===== config.mk =====
export PLATFORM = sky130hd
export DESIGN_NAME = fetch_sequencer
export DESIGN_NICKNAME = d
export VERILOG_FILES = /design/src/rtl/fetch_sequencer.sv
export SDC_FILE = /design/constraint.sdc
export NUM_CORES = 1
export LEC_CHECK = 0
export CAP_MARGIN = 10
export CELL_PAD_IN_SITES_DETAIL_PLACEMENT = 0
export CELL_PAD_IN_SITES_GLOBAL_PLACEMENT = 1
export CORE_UTILIZATION = 23
export CTS_BUF_LIST = sky130_fd_sc_hd__clkbuf_8
export DETAILED_ROUTE_END_ITERATION = 16
export PLACE_DENSITY_LB_ADDON = 0.1
export REMOVE_ABC_BUFFERS = 1
export SLEW_MARGIN = 20
export SYNTH_ARGS = -nofsm -noshare
export SYNTH_HDL_FRONTEND = slang
export SYNTH_SLANG_ARGS = --single-unit

===== constraint.sdc =====
create_clock -name i_clk -period 1.7 [get_ports i_clk]
set_input_delay 0.34 -clock i_clk [delete_from_list [all_inputs] [get_ports i_clk]]
set_output_delay 0.34 -clock i_clk [all_outputs]
set_load 0.03 [all_outputs]

===== src/rtl/fetch_sequencer.sv =====
// Fetch-stage PC control sequencer: boot hold, branch redirect with flush bubbles, hazard stall, HALT/resume.
// Optional performance counters are built only when FETCH_SEQ_PERF_EN is defined.
module fetch_sequencer #(
  parameter int ADDRESS_SIZE = 10,
  parameter int FLUSH_CYCLES = 2,
  parameter int BOOT_CYCLES  = 2
) (
  input  logic                    i_clk,
  input  logic                    i_rst_n,
  input  logic                    i_branch_req,
  input  logic [ADDRESS_SIZE-1:0] i_branch_target,
  input  logic                    i_hazard_stall,
  input  logic                    i_halt_instr,
  input  logic                    i_resume,
  output logic                    o_program_counter_load,
  output logic                    o_program_counter_stop,
  output logic [ADDRESS_SIZE-1:0] o_program_counter,
  output logic                    o_flush,
  output logic                    o_sys_halt,
  output logic [15:0]             o_stall_count,
  output logic [15:0]             o_flush_count
);

  localparam int BOOT_W  = $clog2(BOOT_CYCLES + 1);
  localparam int FLUSH_W = $clog2(FLUSH_CYCLES + 1);
  localparam logic [BOOT_W-1:0]  BOOT_INIT  = BOOT_W'(BOOT_CYCLES);
  localparam logic [BOOT_W-1:0]  BOOT_ONE   = BOOT_W'(1'b1);
  localparam logic [FLUSH_W-1:0] FLUSH_INIT = FLUSH_W'(FLUSH_CYCLES);
  localparam logic [FLUSH_W-1:0] FLUSH_ONE  = FLUSH_W'(1'b1);

  typedef enum logic [1:0] {
    ST_BOOT  = 2'd0,
    ST_RUN   = 2'd1,
    ST_FLUSH = 2'd2,
    ST_HALT  = 2'd3
  } state_t;

  state_t                    state_r, state_nxt_s;
  logic [BOOT_W-1:0]         boot_cnt_r, boot_cnt_nxt_s;
  logic [FLUSH_W-1:0]        flush_cnt_r, flush_cnt_nxt_s;
  logic                      sys_halt_r;
  logic                      load_s, stop_s, flush_s, branch_take_s;
  logic [ADDRESS_SIZE-1:0]   pc_s;

  // State, countdown and halt-flag registers
  always_ff @(posedge i_clk or negedge i_rst_n) begin
    if (!i_rst_n) begin
      state_r     <= ST_BOOT;
      boot_cnt_r  <= BOOT_INIT;
      flush_cnt_r <= {FLUSH_W{1'b0}};
      sys_halt_r  <= 1'b0;
    end else begin
      state_r     <= state_nxt_s;
      boot_cnt_r  <= boot_cnt_nxt_s;
      flush_cnt_r <= flush_cnt_nxt_s;
      sys_halt_r  <= (state_nxt_s == ST_HALT);
    end
  end

  // Next-state and fetch controls; halt > branch > stall > increment in RUN
  always_comb begin
    state_nxt_s     = state_r;
    boot_cnt_nxt_s  = boot_cnt_r;
    flush_cnt_nxt_s = flush_cnt_r;
    load_s          = 1'b0;
    stop_s          = 1'b0;
    flush_s         = 1'b0;
    branch_take_s   = 1'b0;
    pc_s            = {ADDRESS_SIZE{1'b0}};
    case (state_r)
      ST_BOOT: begin
        stop_s  = 1'b1;
        flush_s = 1'b1;
        if (boot_cnt_r <= BOOT_ONE) begin
          state_nxt_s    = ST_RUN;
          boot_cnt_nxt_s = {BOOT_W{1'b0}};
        end else begin
          boot_cnt_nxt_s = boot_cnt_r - BOOT_ONE;
        end
      end
      ST_RUN: begin
        if (i_halt_instr) begin
          stop_s      = 1'b1;
          flush_s     = 1'b1;
          state_nxt_s = ST_HALT;
        end else if (i_branch_req) begin
          load_s          = 1'b1;
          pc_s            = i_branch_target;
          flush_s         = 1'b1;
          branch_take_s   = 1'b1;
          flush_cnt_nxt_s = FLUSH_INIT;
          state_nxt_s     = ST_FLUSH;
        end else if (i_hazard_stall) begin
          stop_s = 1'b1;
        end else begin
          stop_s = 1'b0;
        end
      end
      // Requests here come from squashed instructions, so only stall matters
      ST_FLUSH: begin
        flush_s = 1'b1;
        if (i_hazard_stall) begin
          stop_s = 1'b1;
        end else if (flush_cnt_r <= FLUSH_ONE) begin
          flush_cnt_nxt_s = {FLUSH_W{1'b0}};
          state_nxt_s     = ST_RUN;
        end else begin
          flush_cnt_nxt_s = flush_cnt_r - FLUSH_ONE;
        end
      end
      ST_HALT: begin
        stop_s  = 1'b1;
        flush_s = 1'b1;
        if (i_resume) begin
          state_nxt_s = ST_RUN;
        end else begin
          state_nxt_s = ST_HALT;
        end
      end
      default: begin
        stop_s      = 1'b1;
        flush_s     = 1'b1;
        state_nxt_s = ST_BOOT;
      end
    endcase
  end

  assign o_program_counter_load = load_s;
  assign o_program_counter_stop = stop_s;
  assign o_program_counter      = pc_s;
  assign o_flush                = flush_s;
  assign o_sys_halt             = sys_halt_r;

`ifdef FETCH_SEQ_PERF_EN
  logic [15:0] stall_count_r;
  logic [15:0] flush_count_r;

  // Saturating stall and redirect counters
  always_ff @(posedge i_clk or negedge i_rst_n) begin
    if (!i_rst_n) begin
      stall_count_r <= 16'h0000;
      flush_count_r <= 16'h0000;
    end else begin
      if (stop_s && (state_r == ST_RUN || state_r == ST_FLUSH) &&
          (stall_count_r != 16'hFFFF)) begin
        stall_count_r <= stall_count_r + 16'd1;
      end
      if (branch_take_s && (flush_count_r != 16'hFFFF)) begin
        flush_count_r <= flush_count_r + 16'd1;
      end
    end
  end

  assign o_stall_count = stall_count_r;
  assign o_flush_count = flush_count_r;
`else
  assign o_stall_count = 16'h0000;
  assign o_flush_count = 16'h0000;
`endif

endmodule

==> impl_metrics.yaml, run 1 <==
run_status:
  status: "complete, but fails checks"
  violations: "negative setup slack"
critical_path:
  path_class: "register to output port"
  r2r_start: "state_r[0]"
  rr_endpoint: "o_sys_halt"
  r2r_slack_ns: 0.06
  cp_max_fo: 7
  worstPathRequired_ns: 1.36
  critPathLaunchType: "register"
  critPathArrivalTime_ns: 1.54
  end_kind: "output port"
  reg2regPathDepth: 7
die:
  die_x_um: 60.8
  dieArea_um2: 3690
  coreArea_um2: 3150
  fp-row-count: 20
  initial_core_util_pct: 25.2
  io_pins: 62
  die_h_um: 60.8
sta:
  fmax_mhz: 531
  fin_ws_ns: -0.182
  rsz0062_at_grt: "true"
  finalSetupViolations: 13
  hold_viol: 0
  finalMaxSlewViolations: 0
  min_period_over_period_pct: 111
  whs_ns: 0.382
  min_period_ns: 1.88
  fin_skew_ns: 0.00193
cts:
  ctsHoldBuffers: 0
  h-tree-depth: 1
  clkSinkCount: 7
  cts-buffers-inserted: 3
  root_buffer: "clkbuf_8"
  clkLatencyLatePin_ns: 0.22
  clockBufferDepth: 2
  cts_tree: "yes"
  clkTransAtPathRegs_ns: 0.04
logic_synthesis:
  netlist.area_leader.share_pct: 30.2
  synth_top_family_by_area: "buffers and inverters"
  synthAdderAreaFrac_pct: 7.87
  synth_xor_xnor_area_share_pct: 0
  synth_edf_count: 0
  synthCells: 93
  ys_seq_elements: 7
  synth_area_per_cell_um2: 8.54
  synth_compound_area_share_pct: 12.8
  ys_seq_area_share_pct: 22.2
  yosys_warnings: 0
  synth_flop_cell: "dfrtp_1"
  synthesis.area_um2: 795
  synth_area_leaders: "buf_4 30%, dfrtp_1 19%, and2_1 7.9%, ha_1 7.9%, dfstp_2 3.3%"
  synthArstFlopShare_pct: 100
  yosysTopAreaCell: "buf_4"
  muxShareOfSynthArea_pct: 1.26
  synth.distinct_cells: 30
  synth-simple-area-share_pct: 21.3
layout:
  stdcell_count: 183
  regArea_um2: 176
  diodes: 0
  fill_cells: 335
  layout-drive-gt1-share_pct: 41.7
  fin_util_pct: 41.0
  nets: 161
  layout_common_cells: "32 x conb_1, 19 x buf_6, 14 x clkdlybuf4s50_1, 10 x and2_4, 9 x buf_4"
  final_common_cell: "conb_1"
  area_growth_syn_to_layout_pct: 62.7
  multiInputGateArea_um2: 562
global_routing:
  grt_pass1_vias: 639
  grt_max_degree: 8
  grt_overflow_total: 0
  grt_pass1_wl_um: 2750
  grt_usage_pct: 10.4
  antenna_found_initial: 0
routing:
  wl_per_cell_um: 10.6
  wirelength_um: 1950
  via_per_inst: 3.86
  drt_iter0_markers: 13
  drtPass1Iterations: 4
  vias: 706
  route.detailed.drc: 0
  ant_nets: 0
power_and_ir_drop:
  cellPowerDensity_nw_per_um2: 1450
  p_leak_nw: 0.617
  p_total_mw: 1.88
  ir_drop_v: 0.000921
run:
  drv_cap: 0
placement:
  hpwl_um: 1390
  routabilityCongestion: 0.770
  port_buffers: 29
  dp.cells: 176
worst_hold_path:
  hold_class: "primary input to asynchronous set/reset pin"
metal layers:
metal  track usage, %  part of all wire, %  up-vias
li1                 -                    -      337
met1             11.0                   38      324
met2             19.3                   50       43
met3             4.05                   11        2
met4             2.92                 0.72        0
met5                0                    0        -
report_power, final:
| group | total (mW) | leakage [nW] | switching (mW) | internal (mW) |
|---|---|---|---|---|
| combinational | 1.38 | 0.507 | 0.680 | 0.696 |
| clock | 0.225 | 0.0269 | 0.0691 | 0.156 |
| sequential | 0.274 | 0.0830 | 0.0495 | 0.225 |
| total | 1.88 | 0.617 | 0.799 | 1.08 |
repair_timing:
| action | in CTS | in global routing |
|---|---|---|
| buffers inserted | 3 | 0 |
| endpoints found under the setup margin | 16 | 17 |
| resized for setup | 49 | 9 |
| gates cloned | 1 | 0 |
| pin swaps | 12 | 8 |
worst max path at each step:
stage,slack [ns],from,end
final,-0.18,state_r[0],o_program_counter_stop
after global placement,-0.49,i_halt_instr,o_flush
after CTS,-0.18,state_r[0],o_program_counter_stop
after detailed placement,-0.49,i_halt_instr,o_flush
after global routing,-0.23,state_r[0],o_program_counter_stop
after floorplan,-0.19,state_r[1],o_program_counter[0]
registers in the layout, indices dropped and copies added (netlist names):
signal / count
flush_cnt_r: 2
boot_cnt_r: 2
state_r: 2
o_sys_halt: 1
through the flow:
stage               worst slack, ns  cell area (um^2)  setup TNS [ns]
global placement             -0.488              1070           -3.70
detailed placement           -0.493              1070           -3.94
floorplan                    -0.194               654           -1.95
finish                       -0.182              1290           -1.63
CTS                          -0.180              1260           -1.46
global route                 -0.227              1290           -2.07
kinds of logic (layout without fill, tap and decap cells):
kind of cell / count (synthesis) / in the layout
other: 1 / 32
muxes: 1 / 1
adders and majority gates: 5 / 5
AOI/OAI and AO/OA: 14 / 14
DFF: 7 / 7
buffers and inverters: 38 / 52
and+or+nand+nor: 27 / 28
Yosys cell counts, drive strengths merged, types with 2 or more instances:
cell type and instances:
ha 5, or3b 2, nor2 4, a21oi 2
and2 10, o21ai 3, nand2b 2, nand3 4
dfrtp 6, and3b 2, inv 4, buf 34
worst max-delay path, cell delays in order, from the launching register on:
cell     delay [ns]
dfrtp_1        0.40
buf_6          0.13
ha_4           0.18
mux2i_1        0.12
a221o_2        0.34
buf_6          0.14
cell type report:
class / instances / area share (%)
multi-input combinational: 80 / 43.5
timing repair buffer: 44 / 34.0
sequential: 7 / 13.6
tap: 44 / 4.26
clock buffer: 3 / 3.19
inverter: 4 / 1.16
clock inverter: 1 / 0.290
Note: power is estimated with default switching activity, not from simulation.
==> inputs of run 2 (changes only) <==
--- a/config.mk
+++ b/config.mk
@@ -13,3 +13,4 @@
 export DETAILED_ROUTE_END_ITERATION = 16
-export PLACE_DENSITY_LB_ADDON = 0.1
+export MAX_ROUTING_LAYER = met4
+export PLACE_DENSITY = 0.89
 export REMOVE_ABC_BUFFERS = 1
--- a/constraint.sdc
+++ b/constraint.sdc
@@ -3,2 +3,2 @@
 set_output_delay 0.34 -clock i_clk [all_outputs]
-set_load 0.03 [all_outputs]
+set_load 0.02 [all_outputs]
==> impl_metrics.yaml, run 2 (same netlist as run 1, synthesis figures left out) <==
sta:
  fmax_mhz: 540
  tns_ns: -0.843
  hold_viol: 0
  fin_ws_ns: -0.151
  whs_ns: 0.371
  finalMaxSlewViolations: 0
  min_period_over_period_pct: 109
  min_period_ns: 1.85
  rsz0062_at_grt: "true"
  fin_skew_ns: 0.00570
  finalSetupViolations: 13
power_and_ir_drop:
  ir_drop_v: 0.000362
  p_leak_nw: 0.626
  cellPowerDensity_nw_per_um2: 1420
  p_total_mw: 1.88
critical_path:
  slowest_delay_ns: 0.42
  crit_slowest_cell: "dfrtp_2"
  path_class: "register to output port"
  critPathLaunchType: "register"
  r2r_start: "state_r[0]"
  path_common_cell: "inv_2"
  cp_cell_sequence: "inv_2 -> ha_4 -> inv_2 -> mux2i_1 -> a221o_2 -> buf_6"
  worstPathRequired_ns: 1.36
  cp-startpoint: "state_r[0]"
  end_kind: "output port"
  critPathArrivalTime_ns: 1.51
  cp_max_fo: 4
routing:
  wl_met1_um: 646
  vias: 722
  route.detailed.drc: 0
  via_per_inst: 3.90
  routed.top_layer: "met4"
  drtPass1Iterations: 4
  wl_met2_um: 1140
  ant_nets: 0
  routed-wl-met3_um: 196
  wirelength_um: 2010
  drt_iter0_markers: 4
  wl_per_cell_um: 10.9
layout:
  layout-drive-gt1-share_pct: 44.0
  diodes: 0
  stdcell_area_um2: 1320
  area_growth_syn_to_layout_pct: 66.1
  biggestRegsByFlops: "boot_cnt_r x2, flush_cnt_r x2, state_r x2"
  fill_cells: 314
  layout_common_cells: "32 x conb_1, 17 x buf_6, 14 x clkdlybuf4s50_1, 13 x buf_4, 9 x and2_4"
  final_common_cell: "conb_1"
  nets: 163
cts:
  root_buffer: "clkbuf_8"
  clockBufferDepth: 2
  cts-buffers-inserted: 3
  clkLatencyLatePin_ns: 0.23
  clkSinkCount: 7
  clkTransAtPathRegs_ns: 0.04
  h-tree-depth: 1
  cts_tree: "yes"
die:
  coreArea_um2: 3150
  io_pins: 62
  die_h_um: 60.8
  fp-row-count: 20
  initial_core_util_pct: 25.2
  die_x_um: 60.8
  dieArea_um2: 3690
global_routing:
  grt_overflow_total: 0
  grt_max_degree: 8
  grt_usage_pct: 10.9
  grt_pass1_wl_um: 2820
  antenna_found_initial: 0
  grt_pass1_vias: 644
placement:
  routabilityCongestion: 0.895
  hpwl_um: 1390
  pre_cts_ws_ns: -0.564
  place_area_um2: 1090
  port_buffers: 29
run:
  drv_cap: 0
run_status:
  status: "complete, but fails checks"
  violations: "negative setup slack"
worst_hold_path:
  hold_class: "primary input to asynchronous set/reset pin"
## run 2: layout make-up
cell class | count | area, um^2 | area share [%]
Clock buffer | 3 | 41.3 | 3.13
Tap cell | 44 | 55.1 | 4.17
Clock inverter | 1 | 3.75 | 0.284
Inverter | 4 | 15.0 | 1.14
Timing Repair Buffer | 46 | 447 | 33.8
Sequential cell | 7 | 178 | 13.5
Multi-Input combinational cell | 80 | 581 | 44.0
## run 2: worst paths after layout
check                      slack (ns)                      to  cells past startpoint
max                             -0.15  o_program_counter_stop                      6
min                              0.37          flush_cnt_r[0]                      1
max reg2reg                      0.03          flush_cnt_r[0]                      7
min reg2reg                      0.50           boot_cnt_r[1]                      1
max in group asynchronous        1.04           boot_cnt_r[1]                      1
min in group i_clk               0.50           boot_cnt_r[1]                      1
## run 2: timing repair
item | in CTS | in global routing
setup endpoints to repair | 15 | 15
buffers inserted | 6 | 1
pin swaps | 12 | 8
gates cloned | 1 | 0
resized for setup | 105 | 10
hold buffers | 0 | 0
## run 2: through the flow
step,utilization (%),cells
CTS,40.6,185
detailed placement,34.6,175
global route,41.9,185
global placement,34.6,175
finish,41.9,185
floorplan,-,90
## run 2: where the power goes
part | internal (mW) | switching (mW) | total [mW]
Clock | 0.156 | 0.0677 | 0.223
Combinational | 0.728 | 0.642 | 1.37
Sequential | 0.227 | 0.0562 | 0.283
Total | 1.11 | 0.766 | 1.88
## run 2: critical path: cells and delay by family, from the launching register on
kind / cells / cell delay (ns)
DFF: 1 / 0.42
AOI/OAI and AO/OA: 1 / 0.37
buffers and inverters: 3 / 0.27
adders and majority gates: 1 / 0.17
muxes: 1 / 0.06
## run 2: layer usage
metal,global-route usage (%),up-vias
met5,-,-
met4,3.90,0
met3,2.56,4
met2,22.1,43
met1,9.42,333
li1,-,342
